===== config.mk =====
export PLATFORM = sky130hd
export DESIGN_NAME = rtermcal_ctrl
export DESIGN_NICKNAME = d
export VERILOG_FILES = /design/src/rtl/rtermcal_pkg.sv /design/src/rtl/rtermcal_sync.sv /design/src/rtl/rtermcal_ctrl.sv
export SDC_FILE = /design/constraint.sdc
export NUM_CORES = 1
export LEC_CHECK = 0
export BUFFER_PORTS_ARGS = -buffer_cell sky130_fd_sc_hd__buf_2
export CAP_MARGIN = 25
export CORE_UTILIZATION = 56
export DETAILED_ROUTE_END_ITERATION = 16
export PLACE_DENSITY = 0.79
export SLEW_MARGIN = 20
export SYNTH_ARGS = -nofsm -noshare
export SYNTH_HDL_FRONTEND = slang
export SYNTH_HIERARCHICAL = 1
export SYNTH_SLANG_ARGS = --single-unit

===== constraint.sdc =====
create_clock -name CLK_I -period 2.3 [get_ports CLK_I]
set_input_delay 0.345 -clock CLK_I [delete_from_list [all_inputs] [get_ports CLK_I]]
set_output_delay 0.345 -clock CLK_I [all_outputs]
set_load 0.02 [all_outputs]

===== src/rtl/rtermcal_pkg.sv =====
// Shared types and helpers for the RTERMCAL calibration controller.
// State encoding, mode values and the thermometer encoder.
package rtermcal_pkg;

   localparam int SGIO_ELEMS = 15;
   localparam int LVDS_BITS  = 4;

   localparam logic [1:0] MODE_OFF = 2'b00;
   localparam logic [1:0] MODE_SG  = 2'b01;
   localparam logic [1:0] MODE_LV  = 2'b10;

   typedef enum logic [2:0] {
      IDLE,
      SG_SET,
      SG_WAIT,
      SG_EVAL,
      LV_SET,
      LV_WAIT,
      LV_EVAL,
      DONE
   } state_t;

   function automatic logic [SGIO_ELEMS-1:0] bin2therm(input logic [3:0] n);
      logic [SGIO_ELEMS-1:0] t;
      t = '0;
      for (int i = 0; i < SGIO_ELEMS; i++) begin
         t[i] = (i < int'(n));
      end
      return t;
   endfunction

endpackage


===== src/rtl/rtermcal_sync.sv =====
// Reset-clearing multi-stage synchronizer for the comparator result.
// The comparator output is asynchronous to the controller clock.
module rtermcal_sync #(
   parameter int STAGES = 2,
   parameter int W      = 2
) (
   input  logic         clk,
   input  logic         rst_n,
   input  logic [W-1:0] d,
   output logic [W-1:0] q
);

   logic [STAGES-1:0][W-1:0] ff;

   // shift the asynchronous input through the flop chain
   always_ff @(posedge clk or negedge rst_n) begin
      if (!rst_n) begin
         ff <= '0;
      end else begin
         ff <= {ff[STAGES-2:0], d};
      end
   end

   assign q = ff[STAGES-1];

endmodule


===== src/rtl/rtermcal_ctrl.sv =====
// Termination-calibration controller: SGIO linear thermometer sweep
// followed by a 4-bit LVDS successive-approximation search.
module rtermcal_ctrl
   import rtermcal_pkg::*;
#(
   parameter int SETTLE_CYCLES = 16,
   parameter int SYNC_STAGES   = 2
) (
   input  logic                  CLK_I,
   input  logic                  RST_NI,
   input  logic                  START_I,
   input  logic [1:0]            RESULT_I,
   output logic [1:0]            MODE_O,
   output logic [SGIO_ELEMS-1:0] D_IOSG_O,
   output logic [LVDS_BITS-1:0]  D_LVDS_O,
   output logic [3:0]            SGIO_CODE_O,
   output logic                  BUSY_O,
   output logic                  DONE_O,
   output logic [1:0]            ERR_O
);

   localparam int CW = (SETTLE_CYCLES > 1) ? $clog2(SETTLE_CYCLES) : 1;
   localparam logic [CW-1:0] CNT_LAST = CW'(SETTLE_CYCLES - 1);

   state_t state_q, state_d;
   logic [CW-1:0] cnt_q, cnt_d;
   logic [3:0] sg_q, sg_d;
   logic [SGIO_ELEMS-1:0] therm_q, therm_d;
   logic [LVDS_BITS-1:0] lv_q, lv_d, lv_v;
   logic [1:0] bit_q, bit_d;
   logic [1:0] mode_q, mode_d;
   logic busy_q, busy_d;
   logic done_q, done_d;
   logic [1:0] err_q, err_d;
   logic [1:0] res;

   rtermcal_sync #(
      .STAGES (SYNC_STAGES),
      .W      (2)
   ) u_sync (
      .clk   (CLK_I),
      .rst_n (RST_NI),
      .d     (RESULT_I),
      .q     (res)
   );

   // state and all output registers
   always_ff @(posedge CLK_I or negedge RST_NI) begin
      if (!RST_NI) begin
         state_q <= IDLE;
         cnt_q   <= '0;
         sg_q    <= '0;
         therm_q <= '0;
         lv_q    <= '0;
         bit_q   <= '0;
         mode_q  <= MODE_OFF;
         busy_q  <= 1'b0;
         done_q  <= 1'b0;
         err_q   <= '0;
      end else begin
         state_q <= state_d;
         cnt_q   <= cnt_d;
         sg_q    <= sg_d;
         therm_q <= therm_d;
         lv_q    <= lv_d;
         bit_q   <= bit_d;
         mode_q  <= mode_d;
         busy_q  <= busy_d;
         done_q  <= done_d;
         err_q   <= err_d;
      end
   end

   // next-state and next-output logic for both searches
   always_comb begin
      state_d = state_q;
      cnt_d   = cnt_q;
      sg_d    = sg_q;
      lv_d    = lv_q;
      lv_v    = lv_q;
      bit_d   = bit_q;
      mode_d  = mode_q;
      busy_d  = busy_q;
      done_d  = 1'b0;
      err_d   = err_q;

      case (state_q)
         IDLE: begin
            if (START_I) begin
               state_d = SG_SET;
               busy_d  = 1'b1;
               err_d   = '0;
               sg_d    = '0;
               lv_d    = '0;
               mode_d  = MODE_SG;
            end
         end
         SG_SET: begin
            cnt_d   = '0;
            state_d = SG_WAIT;
         end
         SG_WAIT: begin
            if (cnt_q == CNT_LAST) begin
               state_d = SG_EVAL;
            end else begin
               cnt_d = cnt_q + CW'(1);
            end
         end
         SG_EVAL: begin
            if (!res[0] && sg_q != 4'(SGIO_ELEMS)) begin
               sg_d    = sg_q + 4'd1;
               state_d = SG_SET;
            end else begin
               // limit hit at either end keeps the current code
               if (res[0] && sg_q != 4'd0) begin
                  sg_d = sg_q - 4'd1;
               end else begin
                  err_d[0] = 1'b1;
               end
               state_d = LV_SET;
               mode_d  = MODE_LV;
               lv_d    = 4'b1000;
               bit_d   = 2'd3;
            end
         end
         LV_SET: begin
            cnt_d   = '0;
            state_d = LV_WAIT;
         end
         LV_WAIT: begin
            if (cnt_q == CNT_LAST) begin
               state_d = LV_EVAL;
            end else begin
               cnt_d = cnt_q + CW'(1);
            end
         end
         LV_EVAL: begin
            if (res[1]) begin
               lv_v[bit_q] = 1'b0;
            end
            lv_d = lv_v;
            if (bit_q == 2'd0) begin
               state_d  = DONE;
               mode_d   = MODE_OFF;
               busy_d   = 1'b0;
               done_d   = 1'b1;
               err_d[1] = (lv_v == 4'd0 && res[1]) || (lv_v == 4'hF);
            end else begin
               bit_d             = bit_q - 2'd1;
               lv_d[bit_q-2'd1] = 1'b1;
               state_d           = LV_SET;
            end
         end
         DONE: begin
            state_d = IDLE;
         end
         default: begin
            state_d = IDLE;
         end
      endcase

      therm_d = bin2therm(sg_d);
   end

   assign MODE_O      = mode_q;
   assign D_IOSG_O    = therm_q;
   assign D_LVDS_O    = lv_q;
   assign SGIO_CODE_O = sg_q;
   assign BUSY_O      = busy_q;
   assign DONE_O      = done_q;
   assign ERR_O       = err_q;

endmodule


=== Word-level counts from Yosys, hierarchy flattened ===
Cells that the tools add are included.

* Memory bits (read-only): 0
* Latch bits: 0
* Memories: 0
* Register bits after elaboration: 42
* Input bits: 5
* Bits in writable memories: 0

* Order comparisons: 19
* Multipliers: 0
* Shifts and indexed selects: 0
* Reduce and logical (&&, ||, !) cells: 25
* Muxes and demuxes: 40
* Div/mod/pow operators: 0
* Eq/ne operators: 18
* Add/sub/neg operators: 4
* Bitwise gates (word level): 3

{| class="wikitable"
|+ Operators by type and width
! kind !! count
|-
| 2-to-1 mux 4 bit || 9
|-
| less-than comparator 4 bit (first input constant) || 7
|-
| case mux 3 bit (8 select lines) || 1
|-
| less-than comparator 3 x 4 -> 1 bit (first input constant) || 4
|-
| inequality test 2 bit (second input constant) || 8
|-
| case mux 4 bit (2 select lines) || 2
|-
| 2-to-1 mux 2 bit || 7
|-
| equality test 3 bit (second input constant) || 4
|-
| 2-to-1 mux 3 bit || 4
|-
| case mux 4 bit (3 select lines) || 1
|-
| AND reduction 3 bit || 4
|-
| 2-to-1 mux 1 bit || 9
|-
| adder 4 x 1 -> 4 bit (second input constant) || 2
|-
| equality test 4 bit (second input constant) || 2
|-
| less-than comparator 1 x 4 -> 1 bit (first input constant) || 2
|-
| less-than comparator 2 x 4 -> 1 bit (first input constant) || 2
|-
| AND reduction 4 bit || 2
|-
| nonzero test 2 bit || 4
|-
| equality test 3 x 2 -> 1 bit (second input constant) || 2
|-
| less-than comparator 2 x 3 -> 1 bit (second input constant) || 2
|-
| case mux 1 bit (2 select lines) || 3
|-
| case mux 2 bit (3 select lines) || 1
|-
| logical AND 1 bit || 5
|-
| AND 4 bit || 1
|-
| other kinds (18) || 21
|}

=== Longest topological paths before layout ===
* Word-level depth: 13
* Depth in mapped cells: 9
* Gate-level depth less buffers: 7

=== Cells and area by module ===
The synthesis kept the hierarchy.

{| class="wikitable"
|+ Modules (own cells, without submodules)
! module !! cells an instance !! times used !! area each (µm²)
|-
| rtermcal_ctrl || 198 || 1 || 1965.6
|-
| rtermcal_sync || 6 || 1 || 115.1
|}

=== Worst setup path after synthesis ===
Ideal clock, no wire load.

* Path type: reg-to-reg
* Start: register sg_q[1], in the netlist SGIO_CODE_O[1]
* End: register therm_q[0], in the netlist D_IOSG_O[0]
* Setup slack: 0.293 ns
* Buffers on the path: 1
* Setup time: 0.141 ns
* Cell stages (with the launch flop): 7
* Arrival: 1.866 ns
* Period minus slack after synthesis: 2.007 ns
* Cells stage by stage: dfrtp_1 -> ha_1 -> nand3b_1 -> or4_4 -> a32oi_4 -> buf_6 -> nand3_1

* Longest elaborated chain between the ends: 6
* Elaborated cells on any way between the ends: 11

{| class="wikitable"
|+ Ends and longest elaborated chain
! what !! line !! RTL
|-
| start: declaration || rtermcal_ctrl.sv:27 || <nowiki>logic [3:0] sg_q, sg_d;</nowiki>
|-
| start signal: assignment || rtermcal_ctrl.sv:63 || <nowiki>sg_q <= sg_d;</nowiki>
|-
| branches (longest 4 deep; another with subtractor 4 x 1 -> 4 bit) || - ||
|-
| case mux 4 bit (2 select lines) * || rtermcal_ctrl.sv:87 || <nowiki>case (state_q)</nowiki>
|-
| less-than comparator 1 x 4 -> 1 bit * || rtermcal_pkg.sv:27 || <nowiki>t[i] = (i < int'(n));</nowiki>
|-
| via therm_d[0] || rtermcal_ctrl.sv:28 || <nowiki>logic [SGIO_ELEMS-1:0] therm_q, therm_d;</nowiki>
|-
| end signal: assignment || rtermcal_ctrl.sv:64 || <nowiki>therm_q <= therm_d;</nowiki>
|-
| end: declaration || rtermcal_ctrl.sv:28 ||
|}

Mark *: on every way through the listed nets, which the timed path passes.
A chain may end at the register's enable or synchronous reset.

=== Final worst setup path ===
Ends and elaborated chain as after synthesis.

==> out/results.ini <==
[finish]
final_nets=251
areaGrowthSynthToFinish_pct=13.0
n_fill_cell=277
final_common_cell=dfrtp_1
seq_area_um2=1030
drive_gt1_share_pct=24.4
multi_input_area_um2=903
insertedDiodeCount=0
final_cell_mix=dfrtp_1 (41), buf_2 (33), a21oi_1 (20)

[clock_tree]
root_buffer=clkbuf_8
cts_resized=0
clk_path_buf_depth=2
htreeDepth=2
numCtsBuffers=5
cts_tree=done
clock_sinks=41
clk_pin_slew_ns=0.08
clock_latency_ns=0.29

[setup_path]
startpoint_type=flop
worstPathArrival_ns=2.24
crit_type=reg -> reg
r2r_cells=5
rrSetupSlack_ns=0.21
crit_path_end=D_IOSG_O[0]
path_cells=ha_1, nand3b_1, or4_4, a32oi_4, nand3_1
crit_slowest_cell=a32oi_4
cp_num_buf_inv=0
startpoint=SGIO_CODE_O[1]
slowest_delay_ns=0.48
cp_max_fo=15
critPathCaptureType=flop
rr_endpoint=D_IOSG_O[0]
r2r-start=SGIO_CODE_O[1]
cp_top_family=simple AND/OR/NAND/NOR gates
critical_path_required_ns=2.45
path_depth=5

[yosys]
synth_cell_types=52
ys_seq_area_share_pct=49.3
ys_ff_latch=41
synthesis.nets=217
synth-async-reset-ratio_pct=100
yosysWarnings=6
yosys_most_used_dff=dfrtp_1
syn_avg_cell_area_um2=10.2
syn-cell-area_um2=2080
synth_cells=204
synth_edf_count=0

[floorplanning]
coreArea_um2=3440
io_pins=34
die-area_um2=3960
die_h_um=63.0
die_x_um=63.0
initial_core_util_pct=60.5
num_rows=21

[job]
cap_violations=0

[routing]
wirelength_um=3810
ant_nets=0
drc=0
wl_per_cell_um=13.4
viasPerCell=5.65
first_pass_iters=4
drtIter0Drc=121
vias=1604

[sta]
final_hold_viol_count=0
setup_tns_ns=0
clock.fmax_ghz=0.478
period_share_pct=90.9
max_slew_margin_pct=63.8
drv_slew=0
fin_skew_ns=0.00833
max_slew.worst_pin.slew_ns=0.541
rsz0062_at_grt=false
finalSetupViolations=0
final.min_clock_period_ns=2.09
hold_ws_ns=0.162

[grt]
grt_pass1_wl_um=6720
grtUsageTotal_pct=21.7
grt-ovfl-total=0
grt_start_max_net_pins=26
grt_pass1_vias=1537
antenna_found_initial=0

[place]
portBuffers=33
hpwl_um=2790
gp_congestion=0.915

[pwr]
power.density_nw_per_um2=1260
ir_drop_uv=706
leakage_nw=1.20

[status]
status=finished, final reports clean

[min_path]
min-delay-path-class=in -> reg

-- worst reg2reg max path, stage by stage (launching register included) --
cell      delay [ns]
dfrtp_1         0.47
ha_1            0.26
nand3b_1        0.17
or4_4           0.44
a32oi_4         0.48
nand3_1         0.15
-- power breakdown --
part / total (W) / leakage, nW / internal [W] / switching (W)
registers: 0.00117 / 0.530 / 0.000918 / 0.000252
logic: 0.00136 / 0.627 / 0.000564 / 0.000794
clock network: 0.000441 / 0.0412 / 0.000210 / 0.000231
-- how the worst min path moves through the flow --
stage / from / end / slack [ns] / depth (start not counted)
detailed placement: RST_NI / D_LVDS_O[1] / 0.28 / 1
CTS: RESULT_I[0] / u_sync/ff[0] / 0.15 / 1
floorplan: RST_NI / BUSY_O / 0.05 / 0
global route: RESULT_I[0] / u_sync/ff[0] / 0.14 / 1
finish: RESULT_I[1] / u_sync/ff[1] / 0.16 / 1
global placement: RST_NI / D_LVDS_O[1] / 0.28 / 1
-- flip-flops by register name (all words and copies together), names as in the netlist --
signal / flops
D_IOSG_O: 15
D_LVDS_O: 4
cnt_q: 4
SGIO_CODE_O: 3
state_q: 3
ERR_O: 2
MODE_O: 2
bit_q: 2
u_sync/ff: 2
u_sync/q: 2
BUSY_O: 1
DONE_O: 1
-- layout make-up --
cell class,count,area share [%]
Sequential cell,41,43.6
Multi-Input combinational cell,134,38.4
Timing Repair Buffer,41,9.68
Clock buffer,6,3.09
Tap cell,46,2.45
Inverter,15,2.39
Clock inverter,1,0.372
-- cell usage after synthesis (all sizes together) (2+ instances only) --
| library cell | count | area [µm²] |
|---|---|---|
| a211oi | 2 | 15.0 |
| a21o | 4 | 30.0 |
| a21oi | 20 | 100 |
| a22o | 2 | 17.5 |
| a32oi | 2 | 43.8 |
| buf | 13 | 91.3 |
| dfrtp | 41 | 1030 |
| ha | 8 | 100 |
| inv | 15 | 56.3 |
| nand2 | 17 | 63.8 |
| nand3 | 7 | 45.0 |
| nand3b | 4 | 30.0 |
| nand4 | 2 | 12.5 |
| nor2 | 12 | 45.0 |
| nor2b | 3 | 18.8 |
| nor3 | 6 | 30.0 |
| nor4b | 3 | 38.8 |
| o211ai | 2 | 15.0 |
| o21ai | 15 | 78.8 |
| or3b | 3 | 26.3 |
-- repair_timing --
item | in CTS | in global routing
endpoints found under the hold margin | 16 | 0
setup buffers | 0 | 0
hold buffers | 1 | 0
-- per-layer routing --
metal / track usage, % / vias to the layer above / routed length (µm)
li1: - / 784 / -
met1: 26.9 / 772 / 1700
met2: 34.9 / 42 / 1850
met3: 6.57 / 6 / 212
met4: 9.30 / 0 / 46
met5: 0 / - / 0
-- cells by family after synthesis --
logic type | after synthesis | share of synthesized area [%]
simple gates | 65 | 18.0
compound gates | 58 | 19.1
flops | 41 | 49.3
buf+inv | 29 | 7.28
fa+ha+maj | 8 | 4.81
mux | 2 | 1.02
xor+xnor | 1 | 0.421
-- through the flow --
stage	utilization [%]	setup WS (ns)	total power, W	instance area [µm²]	instances
final	68.3	0.209	0.00297	2350	284
after global routing	68.3	0.0502	0.00321	2350	284
after CTS	68.3	0.192	0.00298	2350	284
after floorplan	-	0.293	0.00220	2080	204
after detailed placement	65.7	0.209	0.00253	2260	276
after global placement	65.7	0.278	0.00250	2260	276
(Power assumes the default switching activity.)
